==> config.mk <==
export PLATFORM = sky130hd
export DESIGN_NAME = dmem_stall_ctrl
export DESIGN_NICKNAME = d
export VERILOG_FILES = /design/src/rtl/dmem_pkg.sv /design/src/rtl/dmem_timeout_cnt.sv /design/src/rtl/dmem_stall_ctrl.sv
export SDC_FILE = /design/constraint.sdc
export NUM_CORES = 1
export LEC_CHECK = 0
export BUFFER_PORTS_ARGS = -buffer_cell sky130_fd_sc_hd__buf_4
export CAP_MARGIN = 10
export CORE_MARGIN = 5
export CORE_UTILIZATION = 35
export CTS_CLUSTER_SIZE = 8
export DETAILED_ROUTE_END_ITERATION = 8
export HOLD_SLACK_MARGIN = 0.15
export PLACE_DENSITY = 0.74
export SYNTH_ARGS = -nofsm -noshare
export SYNTH_HDL_FRONTEND = slang
export SYNTH_SLANG_ARGS = --single-unit
==> constraint.sdc <==
create_clock -name clk -period 1.5 [get_ports clk]
set_clock_uncertainty 0.05 [all_clocks]
set_input_delay 0.225 -clock clk [delete_from_list [all_inputs] [get_ports clk]]
set_output_delay 0.225 -clock clk [all_outputs]
set_load 0.005 [all_outputs]
==> src/rtl/dmem_pkg.sv <==
// Shared types and defaults for the data-memory stall controller.
package dmem_pkg;

    localparam int unsigned DMEM_ADDR_W = 7;
    localparam int unsigned DMEM_DATA_W = 32;
    localparam logic [31:0] DMEM_ERR_DATA = 32'hDEAD_BEEF;

    typedef enum logic [1:0] {
        StIdle = 2'd0,
        StBusy = 2'd1,
        StDone = 2'd2
    } dmem_state_e;

endpackage

==> src/rtl/dmem_timeout_cnt.sv <==
// BUSY-cycle counter; flags the last cycle the controller waits for an ack.
module dmem_timeout_cnt #(
    parameter int unsigned TIMEOUT = 64
) (
    input  logic clk,
    input  logic rst,
    input  logic clr,
    input  logic en,
    output logic expired
);

    localparam int unsigned CntW = $clog2(TIMEOUT) + 1;

    logic [CntW-1:0] cnt_q, cnt_d;

    always_comb begin
        cnt_d = cnt_q;
        if (clr) begin
            cnt_d = '0;
        end else if (en) begin
            cnt_d = cnt_q + CntW'(1);
        end
    end

    always_ff @(posedge clk) begin
        if (rst) begin
            cnt_q <= '0;
        end else begin
            cnt_q <= cnt_d;
        end
    end

    assign expired = (cnt_q == CntW'(TIMEOUT - 1));

endmodule

==> src/rtl/dmem_stall_ctrl.sv <==
// Stretches the core's single-cycle data access into a req/ack SRAM transaction,
// stalling the core until the access completes or times out.
module dmem_stall_ctrl
    import dmem_pkg::*;
#(
    parameter int unsigned ADDR_W = DMEM_ADDR_W,
    parameter int unsigned DATA_W = DMEM_DATA_W,
    parameter int unsigned TIMEOUT = 64,
    parameter logic [DATA_W-1:0] ERR_DATA = DATA_W'(DMEM_ERR_DATA)
) (
    input  logic              clk,
    input  logic              rst,
    input  logic              core_wen,
    input  logic              core_oen,
    input  logic [ADDR_W-1:0] core_a,
    input  logic [DATA_W-1:0] core_wdata,
    output logic [DATA_W-1:0] core_rdata,
    output logic              core_stall,
    output logic              mem_req,
    output logic              mem_we,
    output logic [ADDR_W-1:0] mem_addr,
    output logic [DATA_W-1:0] mem_wdata,
    input  logic              mem_ack,
    input  logic [DATA_W-1:0] mem_rdata,
    output logic              err
);

    dmem_state_e       state_q, state_d;
    logic              mem_req_q, mem_req_d;
    logic              mem_we_q, mem_we_d;
    logic [ADDR_W-1:0] mem_addr_q, mem_addr_d;
    logic [DATA_W-1:0] mem_wdata_q, mem_wdata_d;
    logic [DATA_W-1:0] core_rdata_q, core_rdata_d;
    logic              err_q, err_d;
    logic              access;
    logic              cnt_clr, cnt_en, expired;

    assign access = ~core_wen | ~core_oen;

    dmem_timeout_cnt #(
        .TIMEOUT(TIMEOUT)
    ) u_timeout_cnt (
        .clk    (clk),
        .rst    (rst),
        .clr    (cnt_clr),
        .en     (cnt_en),
        .expired(expired)
    );

    always_comb begin
        state_d      = state_q;
        mem_req_d    = mem_req_q;
        mem_we_d     = mem_we_q;
        mem_addr_d   = mem_addr_q;
        mem_wdata_d  = mem_wdata_q;
        core_rdata_d = core_rdata_q;
        err_d        = err_q;
        core_stall   = 1'b0;
        cnt_clr      = 1'b0;
        cnt_en       = 1'b0;
        unique case (state_q)
            StIdle: begin
                core_stall = access;
                cnt_clr    = 1'b1;
                if (access) begin
                    // A write wins when both strobes are low.
                    mem_req_d   = 1'b1;
                    mem_we_d    = ~core_wen;
                    mem_addr_d  = core_a;
                    mem_wdata_d = core_wdata;
                    state_d     = StBusy;
                end
            end
            StBusy: begin
                core_stall = 1'b1;
                cnt_en     = 1'b1;
                if (mem_ack) begin
                    if (!mem_we_q) core_rdata_d = mem_rdata;
                    mem_req_d = 1'b0;
                    state_d   = StDone;
                end else if (expired) begin
                    if (!mem_we_q) core_rdata_d = ERR_DATA;
                    err_d     = 1'b1;
                    mem_req_d = 1'b0;
                    state_d   = StDone;
                end
            end
            StDone: begin
                // Core commits this cycle; its still-present access is not re-issued.
                state_d = StIdle;
            end
            default: begin
                state_d = StIdle;
            end
        endcase
    end

    always_ff @(posedge clk) begin
        if (rst) begin
            state_q      <= StIdle;
            mem_req_q    <= 1'b0;
            mem_we_q     <= 1'b0;
            mem_addr_q   <= '0;
            mem_wdata_q  <= '0;
            core_rdata_q <= '0;
            err_q        <= 1'b0;
        end else begin
            state_q      <= state_d;
            mem_req_q    <= mem_req_d;
            mem_we_q     <= mem_we_d;
            mem_addr_q   <= mem_addr_d;
            mem_wdata_q  <= mem_wdata_d;
            core_rdata_q <= core_rdata_d;
            err_q        <= err_d;
        end
    end

    assign mem_req    = mem_req_q;
    assign mem_we     = mem_we_q;
    assign mem_addr   = mem_addr_q;
    assign mem_wdata  = mem_wdata_q;
    assign core_rdata = core_rdata_q;
    assign err        = err_q;

endmodule

==> flow_summary.html <==
<table>
<tr><th>Metric</th><th>Value</th></tr>
<tr><th colspan="2">Timing</th></tr>
<tr><td>Hold violation count in the final report</td><td>0</td></tr>
<tr><td>Fmax</td><td>between 0.6 and 0.7 GHz</td></tr>
<tr><td>Final hold slack</td><td>~0.22 ns</td></tr>
<tr><td>Worst slew pin tran</td><td>around 0.51 ns</td></tr>
<tr><td>Slew headroom</td><td>approximately two thirds</td></tr>
<tr><td>Post-route fraction of the period consumed by the critical path</td><td>95.89%</td></tr>
<tr><td>Endpoints failing setup</td><td>0</td></tr>
<tr><td>Fin crit period</td><td>approximately 1.4 ns</td></tr>
<tr><td>Sum Neg Setup Slack</td><td>0 ns</td></tr>
<tr><td>Final Max Tran Viols</td><td>0</td></tr>
<tr><th colspan="2">Placement</th></tr>
<tr><td>Post-detailed-placement cell area</td><td>4596 um^2</td></tr>
<tr><td>Routability-driven placement congestion ratio</td><td>between 0.8 and 0.9</td></tr>
<tr><td>Placed wire-length estimate after detailed placement</td><td>roughly 6500 um</td></tr>
<tr><td>Port buffer count</td><td>150</td></tr>
<tr><th colspan="2">Critical path</th></tr>
<tr><td>Number of cells traversed by the worst register-to-register path</td><td>5</td></tr>
<tr><td>Critical Path End Type</td><td>flop</td></tr>
<tr><td>Critical path buffer and inverter count</td><td>1</td></tr>
<tr><td>Worst R2R End</td><td>core_rdata[29]$_SDFFE_PP0P_</td></tr>
<tr><td>Slowest cell on the critical path</td><td>sky130_fd_sc_hd__dfxtp_1</td></tr>
<tr><td>End of the critical path</td><td>core_rdata[29]$_SDFFE_PP0P_</td></tr>
<tr><td>Reg-to-reg setup timing slack</td><td>a little over 0.06 ns</td></tr>
<tr><td>Worst reg2reg path startpoint</td><td>u_timeout_cnt.cnt_q[0]$_SDFFE_PP0P_</td></tr>
<tr><td>Critical Path Source</td><td>u_timeout_cnt.cnt_q[0]$_SDFFE_PP0P_</td></tr>
<tr><td>Cells along the critical path</td><td>ha_4 &gt; and3_4 &gt; a21o_1 &gt; buf_12 &gt; a311oi_2</td></tr>
<tr><td>Launching element type of the critical path</td><td>flop</td></tr>
<tr><td>Crit path required time</td><td>around 1.7 ns</td></tr>
<tr><td>Number of cells on the critical path</td><td>5</td></tr>
<tr><td>Type of the worst setup path</td><td>flop to flop</td></tr>
<tr><td>Cell type group with the largest total delay on the critical path</td><td>flip-flops</td></tr>
<tr><td>CP Max Fanout</td><td>32</td></tr>
<tr><td>Slowest stage delay, CP</td><td>around 0.4 ns</td></tr>
<tr><td>Worst EP arrival</td><td>1.59 ns</td></tr>
<tr><th colspan="2">Run</th></tr>
<tr><td>Max-cap check violation count</td><td>0</td></tr>
<tr><th colspan="2">Synth</th></tr>
<tr><td>Yosys warning total</td><td>0</td></tr>
<tr><td>Post-Syn Instances</td><td>359</td></tr>
<tr><td>Area of the mapped netlist</td><td>about 3200 um^2</td></tr>
<tr><td>Net count of the mapped netlist</td><td>roughly 440</td></tr>
<tr><td>Average size of a mapped cell</td><td>between 9 and 10 um^2</td></tr>
<tr><td>Share of synthesized area occupied by flip-flops and latches</td><td>51.37%</td></tr>
<tr><td>Flops &amp; latches, synth</td><td>83</td></tr>
<tr><td>Cell variety after synth</td><td>34</td></tr>
<tr><th colspan="2">CTS</th></tr>
<tr><td>Max Root-Sink Buffers</td><td>2</td></tr>
<tr><td>Depth of the CTS H-tree</td><td>3</td></tr>
<tr><td>Number of sinks handled by clock tree synthesis</td><td>a little over 80</td></tr>
<tr><td>Clock Root Buffer</td><td>sky130_fd_sc_hd__clkbuf_8</td></tr>
<tr><td>CTS tree</td><td>built</td></tr>
<tr><td>Register clock-pin slew on the reported worst setup and hold paths</td><td>about 0.080 ns</td></tr>
<tr><td>Clk Latency, worst-skew pair</td><td>approximately 0.33 ns</td></tr>
<tr><td>Clock buffer count from CTS</td><td>9</td></tr>
<tr><th colspan="2">Finish</th></tr>
<tr><td>Most common cell after layout, fill and taps aside</td><td>sky130_fd_sc_hd__buf_4</td></tr>
<tr><td>Antenna diode instance count</td><td>0</td></tr>
<tr><td>Total Nets Final</td><td>637</td></tr>
<tr><td>Finished Core Util</td><td>about three fifths</td></tr>
<tr><td>Synthesis-to-finish area growth</td><td>65.88%</td></tr>
<tr><td>Share of layout cells above drive strength 1</td><td>between 30% and 40%</td></tr>
<tr><td>Final cell area excluding filler cells</td><td>5365 um^2</td></tr>
<tr><td>Most frequent cells in the layout</td><td>sky130_fd_sc_hd__buf_4 (161), sky130_fd_sc_hd__nand2_1 (93), sky130_fd_sc_hd__dfxtp_1 (81), sky130_fd_sc_hd__a21oi_1 (54), sky130_fd_sc_hd__dlygate4sd3_1 (53)</td></tr>
<tr><th colspan="2">Run status</th></tr>
<tr><td>Outcome</td><td>completed</td></tr>
<tr><th colspan="2">GRT</th></tr>
<tr><td>Global-route wire length before repair</td><td>~16000 um</td></tr>
<tr><td>Total global routing overflow</td><td>0</td></tr>
<tr><td>Via count of the first global-routing pass</td><td>between 3000 and 4000</td></tr>
<tr><td>Number of antenna violations at the first check in global routing</td><td>0</td></tr>
<tr><td>Overall Global Routing Usage</td><td>around 17%</td></tr>
<tr><td>Maximum number of pins on one net before global-route repair</td><td>41</td></tr>
<tr><th colspan="2">Die</th></tr>
<tr><td>Number of placement rows</td><td>35</td></tr>
<tr><td>Die extent in x</td><td>about 110 um</td></tr>
<tr><td>Total Die Area</td><td>around 11000 um^2</td></tr>
<tr><td>Starting Density</td><td>a little over a third</td></tr>
<tr><td>Die Y</td><td>around 110 um</td></tr>
<tr><td>Number of top-level pins</td><td>roughly 150</td></tr>
<tr><td>Standard cell core area</td><td>9109 um^2</td></tr>
<tr><th colspan="2">Power and ir drop</th></tr>
<tr><td>Static leakage</td><td>around 2.5 nW</td></tr>
<tr><td>Pwr per Cell Area</td><td>roughly 950 nW/um^2</td></tr>
<tr><td>Power Total</td><td>just over 5 mW</td></tr>
<tr><td>Max VDD drop</td><td>approximately 550 uV</td></tr>
<tr><th colspan="2">Route</th></tr>
<tr><td>DRC violation total after the first TritonRoute iteration</td><td>roughly 140</td></tr>
<tr><td>Length of the first detailed-routing pass in iterations</td><td>4</td></tr>
<tr><td>Total via count after detailed routing</td><td>about 3400</td></tr>
<tr><td>Avg WL per Cell</td><td>~15 um</td></tr>
<tr><td>Wire length after detailed routing</td><td>around 10000 um</td></tr>
<tr><td>Number of routed nets with antenna violations</td><td>0</td></tr>
<tr><td>Residual DRC count</td><td>0</td></tr>
<tr><td>Detail-routed via count per cell</td><td>approximately 5</td></tr>
<tr><th colspan="2">Hold path</th></tr>
<tr><td>Hold Path Class</td><td>primary input to flop</td></tr>
</table>
[stage by stage]
step / instances / setup WS [ns]
final: 676 / 0.06159
after detailed placement: 607 / 0.04200
after global routing: 676 / -0.01231
after CTS: 676 / 0.01805
after global placement: 607 / 0.07458
after floorplan: 359 / 0.02899
[where the power goes]
group | internal (mW) | switching (mW)
logic | 0.614 | 0.446
clock network | 0.814 | 0.766
registers | 2.35 | 0.0907
[sequential cells by signal, indices dropped and copies added, names as in the netlist]
signal,flops
core_rdata,32
mem_wdata,32
mem_addr,7
u_timeout_cnt.cnt_q,7
state_q,2
err,1
mem_req,1
mem_we,1
[area by class of cell]
cell class              count  area, um^2
inverters                   3       11.26
multi-input cells         242        1483
clock inverters             4       50.05
fillers                   780        3744
flip-flops and latches     83        1667
well taps                 111       138.9
clock buffers              12       145.1
repair buffers            221        1871
[logic make-up after synthesis]
logic type                 after synthesis  share of synthesized area, %
AOI/OAI and AO/OA                      125                         27.70
adders and majority gates                1                        0.3868
buffers and inverters                   34                         4.681
DFF                                     83                         51.37
muxes                                    1                        0.3095
and+or+nand+nor                        115                         15.55
[worst min-delay path by stage]
stage | from | endpoint | cells past startpoint
final | mem_rdata[16] | core_rdata[16]$_SDFFE_PP0P_ | 3
after global routing | mem_rdata[16] | core_rdata[16]$_SDFFE_PP0P_ | 3
after CTS | mem_rdata[16] | core_rdata[16]$_SDFFE_PP0P_ | 3
after detailed placement | mem_wdata[31]$_SDFFE_PP0P_ | mem_wdata[31]$_SDFFE_PP0P_ | 2
after global placement | mem_wdata[22]$_SDFFE_PP0P_ | mem_wdata[22]$_SDFFE_PP0P_ | 2
after floorplan | core_a[0] | mem_addr[0]$_SDFFE_PP0P_ | 2
[worst min-delay path, cell delays in order]
cell                       delay, ns
sky130_fd_sc_hd__buf_4          0.08
sky130_fd_sc_hd__o221ai_1       0.08
sky130_fd_sc_hd__o21ba_1        0.20
[timing repair]
action	4_1_cts	5_1_grt
cloned	0	0
endpoints found under the setup margin	1	12
hold buffers	53	0
setup buffers	0	0
pin swaps	0	1
resized for setup	1	9
endpoints found under the hold margin	51	0
[cell usage after synthesis]
cell type	number	area, um^2
sky130_fd_sc_hd__inv_1	1	3.750
sky130_fd_sc_hd__nand2_1	93	349.1
sky130_fd_sc_hd__a21oi_1	54	270.3
sky130_fd_sc_hd__or3_1	2	12.51
sky130_fd_sc_hd__ha_1	1	12.51
sky130_fd_sc_hd__dfxtp_1	83	1662
sky130_fd_sc_hd__clkbuf_1	14	52.55
sky130_fd_sc_hd__and4bb_1	1	12.51
sky130_fd_sc_hd__o21ai_0	2	10.01
sky130_fd_sc_hd__o221ai_1	24	210.2
sky130_fd_sc_hd__o211ai_1	2	15.01
sky130_fd_sc_hd__o21ai_1	1	5.000
sky130_fd_sc_hd__a31oi_1	3	18.77
sky130_fd_sc_hd__a211oi_1	1	7.510
sky130_fd_sc_hd__nand3b_1	2	15.01
sky130_fd_sc_hd__mux2i_1	1	10.01
sky130_fd_sc_hd__inv_2	2	7.510
sky130_fd_sc_hd__a21o_1	1	7.510
sky130_fd_sc_hd__o21ba_1	24	240.2
sky130_fd_sc_hd__buf_4	1	7.510
sky130_fd_sc_hd__or4_1	3	22.52
sky130_fd_sc_hd__nand2b_1	1	6.260
sky130_fd_sc_hd__and3b_1	1	8.760
sky130_fd_sc_hd__buf_2	16	80.08
sky130_fd_sc_hd__a311oi_1	8	70.07
sky130_fd_sc_hd__nor2b_1	2	12.51
sky130_fd_sc_hd__a41oi_1	1	8.760
sky130_fd_sc_hd__and3_1	2	12.51
sky130_fd_sc_hd__nor2_1	2	7.510
sky130_fd_sc_hd__nand3_1	4	20.02
sky130_fd_sc_hd__a211o_1	2	17.52
sky130_fd_sc_hd__o31ai_1	2	15.01
sky130_fd_sc_hd__nor3b_2	1	12.51
sky130_fd_sc_hd__nand4bb_1	1	11.26
[per-layer routing]
layer / GRT usage (%) / wire length (um) / share of wire, %
met5: 0 / 0 / 0
met4: 6.013 / 174 / 1.7
met3: 4.068 / 500 / 5.0
met2: 31.86 / 5365 / 54
met1: 19.40 / 3958 / 40
Note: power is estimated with default switching activity, not from simulation.
